## src/rtl/cpu_mc_if.sv

```systemverilog
// Instruction fetch port: one request/response pair, at most one request outstanding.
interface cpu_mc_if;
  logic        req_valid;
  logic        req_ready;
  logic [31:0] addr;
  logic        rsp_valid;
  logic [31:0] rsp_data;

  modport master (output req_valid, output addr,
                  input  req_ready, input rsp_valid, input rsp_data);
  modport slave  (input  req_valid, input addr,
                  output req_ready, output rsp_valid, output rsp_data);
endinterface

```

## src/rtl/cpu_mc.sv

```systemverilog
// cpu_mc: multi-cycle RV32I/RV32E core retiring ADDI/ADD/LUI/AUIPC/JAL/JALR/EBREAK.
// Define CPU_COMMIT_EN to add the registered retirement trace ports (commit_*).
//
// state  | meaning
// S_REQ  | fetch request driven at pc, held until accepted
// S_WAIT | request accepted, waiting for the instruction word
// S_EXEC | decode/execute/writeback of ir, one cycle
// S_HALT | stopped by EBREAK or illegal instruction, left only by reset
module cpu_mc #(
  parameter logic [31:0] RESET_PC = 32'h8000_0000,
  parameter int          NR_REGS  = 32,
  parameter int          CNT_W    = 32
) (
  input  logic             clk,
  input  logic             rst,
  cpu_mc_if.master         imem,
  output logic             halt,
  output logic [31:0]      halt_code,
  output logic             illegal,
  output logic [CNT_W-1:0] retired
`ifdef CPU_COMMIT_EN
  ,
  output logic             commit_valid,
  output logic [31:0]      commit_pc,
  output logic [31:0]      commit_insn,
  output logic [4:0]       commit_rd,
  output logic [31:0]      commit_wdata
`endif
);

  typedef enum logic [1:0] {S_REQ, S_WAIT, S_EXEC, S_HALT} state_t;

  localparam int                IDX_W  = $clog2(NR_REGS);
  localparam logic [5:0]        NR_LIM = 6'(NR_REGS);
  localparam logic [IDX_W-1:0]  A0_IDX = IDX_W'(10);
  localparam logic [31:0]       EBREAK = 32'h0010_0073;

  state_t      state, state_d;
  logic [31:0] pc, ir;
  logic [31:0] gpr [NR_REGS];

  logic [6:0]  opcode, funct7;
  logic [4:0]  rd, rs1, rs2;
  logic [2:0]  funct3;
  logic [31:0] imm_i, imm_u, imm_j;
  logic [31:0] rs1_val, rs2_val;

  logic        wr_en, is_ebreak, bad_op, use_rs1, use_rs2, bad_reg, exec_illegal;
  logic [31:0] wr_data, pc_next;

  assign opcode = ir[6:0];
  assign rd     = ir[11:7];
  assign funct3 = ir[14:12];
  assign rs1    = ir[19:15];
  assign rs2    = ir[24:20];
  assign funct7 = ir[31:25];

  assign imm_i = {{20{ir[31]}}, ir[31:20]};
  assign imm_u = {ir[31:12], 12'h000};
  assign imm_j = {{11{ir[31]}}, ir[31], ir[19:12], ir[20], ir[30:21], 1'b0};

  // Out-of-range indices alias into the array here but are trapped as illegal below.
  assign rs1_val = (rs1 == 5'd0) ? 32'd0 : gpr[rs1[IDX_W-1:0]];
  assign rs2_val = (rs2 == 5'd0) ? 32'd0 : gpr[rs2[IDX_W-1:0]];

  always_comb begin
    wr_en     = 1'b0;
    wr_data   = 32'd0;
    pc_next   = pc + 32'd4;
    is_ebreak = 1'b0;
    bad_op    = 1'b0;
    use_rs1   = 1'b0;
    use_rs2   = 1'b0;
    case (opcode)
      7'b0010011: begin
        use_rs1 = 1'b1;
        wr_en   = 1'b1;
        wr_data = rs1_val + imm_i;
        bad_op  = (funct3 != 3'b000);
      end
      7'b0110011: begin
        use_rs1 = 1'b1;
        use_rs2 = 1'b1;
        wr_en   = 1'b1;
        wr_data = rs1_val + rs2_val;
        bad_op  = (funct3 != 3'b000) || (funct7 != 7'b0000000);
      end
      7'b0110111: begin
        wr_en   = 1'b1;
        wr_data = imm_u;
      end
      7'b0010111: begin
        wr_en   = 1'b1;
        wr_data = pc + imm_u;
      end
      7'b1101111: begin
        wr_en   = 1'b1;
        wr_data = pc + 32'd4;
        pc_next = pc + imm_j;
      end
      7'b1100111: begin
        use_rs1 = 1'b1;
        wr_en   = 1'b1;
        wr_data = pc + 32'd4;
        pc_next = (rs1_val + imm_i) & ~32'd1;
        bad_op  = (funct3 != 3'b000);
      end
      7'b1110011: begin
        is_ebreak = (ir == EBREAK);
        bad_op    = (ir != EBREAK);
      end
      default: bad_op = 1'b1;
    endcase
  end

  assign bad_reg = (wr_en   && ({1'b0, rd}  >= NR_LIM)) ||
                   (use_rs1 && ({1'b0, rs1} >= NR_LIM)) ||
                   (use_rs2 && ({1'b0, rs2} >= NR_LIM));
  assign exec_illegal = bad_op || bad_reg;

  always_comb begin
    state_d = state;
    case (state)
      S_REQ:   if (imem.req_ready) state_d = S_WAIT;
      S_WAIT:  if (imem.rsp_valid) state_d = S_EXEC;
      S_EXEC:  state_d = (exec_illegal || is_ebreak) ? S_HALT : S_REQ;
      default: state_d = S_HALT;
    endcase
  end

  // Gated by rst so no request is visible during the reset cycle.
  assign imem.req_valid = (state == S_REQ) && rst;
  assign imem.addr      = pc;

  always_ff @(posedge clk) begin
    if (!rst) state <= S_REQ;
    else      state <= state_d;
  end

  always_ff @(posedge clk) begin
    if (!rst) begin
      pc        <= RESET_PC;
      ir        <= 32'd0;
      halt      <= 1'b0;
      halt_code <= 32'd0;
      illegal   <= 1'b0;
      retired   <= '0;
      for (int i = 0; i < NR_REGS; i++) gpr[i] <= 32'd0;
    end else begin
      if (state == S_WAIT && imem.rsp_valid) ir <= imem.rsp_data;
      if (state == S_EXEC) begin
        if (exec_illegal) begin
          halt      <= 1'b1;
          illegal   <= 1'b1;
          halt_code <= 32'hFFFF_FFFF;
        end else begin
          retired <= retired + CNT_W'(1);
          if (is_ebreak) begin
            halt      <= 1'b1;
            halt_code <= gpr[A0_IDX];
          end else begin
            pc <= pc_next;
          end
          if (wr_en && rd != 5'd0) gpr[rd[IDX_W-1:0]] <= wr_data;
        end
      end
    end
  end

`ifdef CPU_COMMIT_EN
  always_ff @(posedge clk) begin
    if (!rst) begin
      commit_valid <= 1'b0;
      commit_pc    <= 32'd0;
      commit_insn  <= 32'd0;
      commit_rd    <= 5'd0;
      commit_wdata <= 32'd0;
    end else begin
      commit_valid <= (state == S_EXEC) && !exec_illegal;
      if (state == S_EXEC && !exec_illegal) begin
        commit_pc    <= pc;
        commit_insn  <= ir;
        commit_rd    <= (wr_en && rd != 5'd0) ? rd : 5'd0;
        commit_wdata <= (wr_en && rd != 5'd0) ? wr_data : 32'd0;
      end
    end
  end
`endif

endmodule
```

## src/flat_wrapper.sv

```systemverilog
// flat-port wrapper written by rule: the top's interface ports become plain ports
module cpu_mc_flat 
#(
  parameter logic [31:0] RESET_PC = 32'h8000_0000,
  parameter int          NR_REGS  = 32,
  parameter int          CNT_W    = 32
)
  (clk, rst, halt, halt_code, illegal, retired, imem_req_valid, imem_addr, imem_req_ready, imem_rsp_valid, imem_rsp_data);
  cpu_mc_if imem_i ();
  input  logic clk;
  input  logic rst;
  output logic halt;
  output logic [31:0] halt_code;
  output logic illegal;
  output logic [CNT_W-1:0] retired;
  output wire logic [$bits(imem_i.req_valid)-1:0] imem_req_valid;
  output wire logic [$bits(imem_i.addr)-1:0] imem_addr;
  input wire logic [$bits(imem_i.req_ready)-1:0] imem_req_ready;
  input wire logic [$bits(imem_i.rsp_valid)-1:0] imem_rsp_valid;
  input wire logic [$bits(imem_i.rsp_data)-1:0] imem_rsp_data;
  assign imem_req_valid = imem_i.req_valid;
  assign imem_addr = imem_i.addr;
  assign imem_i.req_ready = imem_req_ready;
  assign imem_i.rsp_valid = imem_rsp_valid;
  assign imem_i.rsp_data = imem_rsp_data;
  cpu_mc #(.RESET_PC(RESET_PC), .NR_REGS(NR_REGS), .CNT_W(CNT_W)) u_core (.clk(clk), .rst(rst), .imem(imem_i), .halt(halt), .halt_code(halt_code), .illegal(illegal), .retired(retired));
endmodule
```

## config.mk

```make
export PLATFORM = sky130hd
export DESIGN_NAME = cpu_mc_flat
export DESIGN_NICKNAME = d
export VERILOG_FILES = /design/src/rtl/cpu_mc_if.sv /design/src/rtl/cpu_mc.sv /design/src/flat_wrapper.sv
export SDC_FILE = /design/constraint.sdc
export NUM_CORES = 2
export LEC_CHECK = 0
export CAP_MARGIN = 20
export CORE_ASPECT_RATIO = 0.5
export CORE_MARGIN = 2
export CORE_UTILIZATION = 40
export CTS_CLUSTER_DIAMETER = 60
export DETAILED_ROUTE_END_ITERATION = 8
export DONT_BUFFER_PORTS = 1
export PLACE_DENSITY = 0.6
export REMOVE_ABC_BUFFERS = 1
export SKIP_CTS_REPAIR_TIMING = 1
export SLEW_MARGIN = 25
export SYNTH_ARGS = -nofsm -noshare
export SYNTH_HDL_FRONTEND = slang
export SYNTH_SLANG_ARGS = --single-unit
```

## constraint.sdc

```tcl
create_clock -name clk -period 7.3 [get_ports clk]
set_input_delay 1.095 -clock clk [delete_from_list [all_inputs] [get_ports clk]]
set_output_delay 1.095 -clock clk [all_outputs]
set_load 0.05 [all_outputs]
```

==> results.cfg <==
[floorplanning]
die_h_um = 289
dieArea_um2 = 166000
start_util_pct = 40.4
core_um2 = 161000
die_x_um = 574
core.rowCount = 104
io_pins = 135

[yosys]
synth-warning-count = 0
synth_ff_type = edfxtp_1
netlist.area_leader.share_pct = 47.2
yosys-top-cells-area = edfxtp_1 (47%), mux4_2 (20%), nor2_1 (6.6%)
syn_inst = 5132
yosysUniqueCellTypes = 96
synth_area_um2 = 65100
async_flop_share_pct = 0
synth_area_per_cell_um2 = 12.7
synth_top_area_cell = edfxtp_1
ys_seq_elements = 1165
seq_area_frac_synth_pct = 51.6
synth_edf_count = 1024

[clock_network]
numCtsBuffers = 113
cts_buffer_depth = 3
clkSinkCount = 1165
clkTransAtPathRegs_ns = 0.07
htree_levels = 3
clkLatencyLatePin_ns = 0.77
cts_tree = yes
cts_root_buf = clkbuf_16

[grt]
grt_pass1_vias = 46900
grt_max_degree = 88
antenna_found_initial = 7
grt_usage_pct = 29.2
gr-total-overflow = 0
grt_pass1_wl_um = 345000

[drt]
wirelength_um = 246000
num_vias = 48400
postRouteAntennaNets = 0
first_pass_iters = 8
route.detailed.drc = 0
viasPerCell = 6.60
wire_per_inst_um = 33.5
dr.first_iter.drc_count = 7614

[layout]
fillers = 14300
nNetsFinal = 5183
final_cell_mix = nor2_1 (1,142), edfxtp_1 (1,024), mux4_2 (574), nand2_1 (251), buf_4 (222)
final_common_cell = nor2_1
seq_area_um2 = 33600
drive_gt1_share_pct = 23.6
final_cell_area_um2 = 72600
area_delta_synth_final_pct = 11.5
multi_input_area_um2 = 30000

[critical_path]
cpPeakStageDelay_ns = 0.70
path_class = reg2reg
critPathSlowestCell = dfxtp_4
crit_family = compound AO/OA/AOI/OAI gates
reg2regPathDepth = 21
rrSetupSlack_ns = 0.33
crit_chain = mux4_2 > mux4_2 > mux2i_1 > buf_4 > nor2_1 > ha_1 > fa_1 > a21o_1 > a21oi_1 > nor2b_1 > or2_2 > a221o_1 > a41oi_1 > a32oi_2 > a221o_1 > a21oi_1 > o21bai_1 > xor2_1 > a221oi_4 > buf_12 > nor2_1
timing.rr.end = u_core.gpr[18][26]$_SDFFCE_PN0P_
start_kind = register
crit_path_max_fanout = 31
critPathBufInv = 2
setup.worst_path.end = u_core.gpr[18][26]$_SDFFCE_PN0P_
end_kind = register
cp.arrival_ns = 7.44
path_depth = 21
required_ns = 7.78

[power]
vdd_drop_max_mv = 0.220
power_mw = 15.9
leakage_nw = 23.7
power_density_nw_per_um2 = 220

[placement]
pre_cts_slack_ns = 0.465
dp_hpwl_um = 160000
place_area_um2 = 68500
portBuffers = 0
place_congestion = 0.978

[sta]
clock_skew_ns = 0.0818
slew-limit-headroom_pct = 19.5
period_needed_ns = 6.97
setup_violations = 0
holdWs_ns = 0.458
finalHoldViolCount = 0
layout_setup_ws_ns = 0.332
tightestPinTransition_ns = 1.17
rsz0062_at_grt = no
timing.fmax_ghz = 0.144
period_share_pct = 95.5
drv_slew = 0

[worst_hold_path]
min_path_cells = 2
hp-class = reg2reg

[run]
drv_cap = 0

[outcome]
status = finished, final reports clean
==> power by group <==
part	total, mW	switching, mW	internal [mW]
Combinational	1.93	1.22	0.716
Clock	6.34	2.82	3.53
Sequential	7.66	0.211	7.45
==> cell usage after synthesis, types with 12 or more instances <==
master	instances
nor2_1	1145
edfxtp_1	1024
mux4_2	574
clkbuf_1	321
nand2_1	301
a21oi_1	196
dfxtp_1	141
mux2i_1	101
xnor2_1	93
o21ai_0	90
ha_1	86
xor2_1	80
nand3_1	72
buf_2	57
inv_1	54
a21o_1	48
nor3_1	39
buf_1	38
and3_1	35
o221a_2	34
o22ai_1	34
a22oi_1	33
a211oi_1	32
nor2_2	30
a221oi_1	28
a31oi_1	26
buf_4	25
nand2b_1	24
nand4_1	23
and2_1	20
buf_6	19
nor2b_1	19
or3_1	19
o31ai_1	18
o21bai_1	16
o21a_1	12
o221ai_1	12
==> flip-flops by register name, indices dropped and copies added, names as in the netlist, named ones only <==
name / flops
u_core.gpr: 1024
u_core.ir: 32
u_core.halt_code: 32
u_core.halt: 1
u_core.illegal: 1
u_core.state: 2
u_core.retired: 32
u_core.imem.addr: 31
==> area by class of cell <==
cell class | count | share of cell area, %
clock buffer | 137 | 4.13
antenna | 2 | 0.00690
inverter | 60 | 0.319
sequential | 1165 | 46.3
multi-input combinational | 3474 | 41.3
timing repair buffer | 243 | 2.90
clock inverter | 79 | 1.31
tap | 2173 | 3.75
==> cell families after synthesis <==
group	share of synthesized area, %
compound gates	7.40
flops	51.6
fa+ha+maj	1.93
xor+xnor	2.33
simple gates	11.6
buf+inv	3.57
mux	21.6
other cells	0.00576
==> per-layer routing <==
layer / global-route usage (%) / share of wire, % / up-vias
met5: 0 / 0.011 / -
met4: 13.1 / 5.1 / 4
met3: 9.36 / 15 / 653
met2: 44.4 / 44 / 3781
met1: 38.4 / 36 / 24600
li1: - / - / 19300
==> tightest hold or removal path, cell delays in order (launching register included) <==
cell and delay [ns]:
dfxtp_1 0.31, nand2_1 0.05, a21oi_1 0.05
==> per-stage QoR <==
step	TNS (ns)	instances	utilization [%]
4_1_cts	0	7330	45.0
5_1_grt	0	7331	45.0
3_5_place_dp	0	7114	42.5
3_3_place_gp	0	7113	42.5
6_report	0	7333	45.0
2_1_floorplan	-6742.81	4699	-
==> worst min-delay path by stage <==
stage | end | slack [ns] | from
finish | u_core.ir[1]$_SDFFE_PN0P_ | 0.46 | u_core.ir[1]$_SDFFE_PN0P_
detailed placement | u_core.ir[1]$_SDFFE_PN0P_ | 0.45 | u_core.ir[1]$_SDFFE_PN0P_
floorplan | u_core.ir[1]$_SDFFE_PN0P_ | 0.44 | u_core.ir[1]$_SDFFE_PN0P_
global route | u_core.halt_code[23]$_SDFFE_PN0P_ | 0.45 | rst
CTS | u_core.halt_code[27]$_SDFFE_PN0P_ | 0.43 | rst
global placement | u_core.ir[1]$_SDFFE_PN0P_ | 0.45 | u_core.ir[1]$_SDFFE_PN0P_
Note: power is estimated with default switching activity, not from simulation.
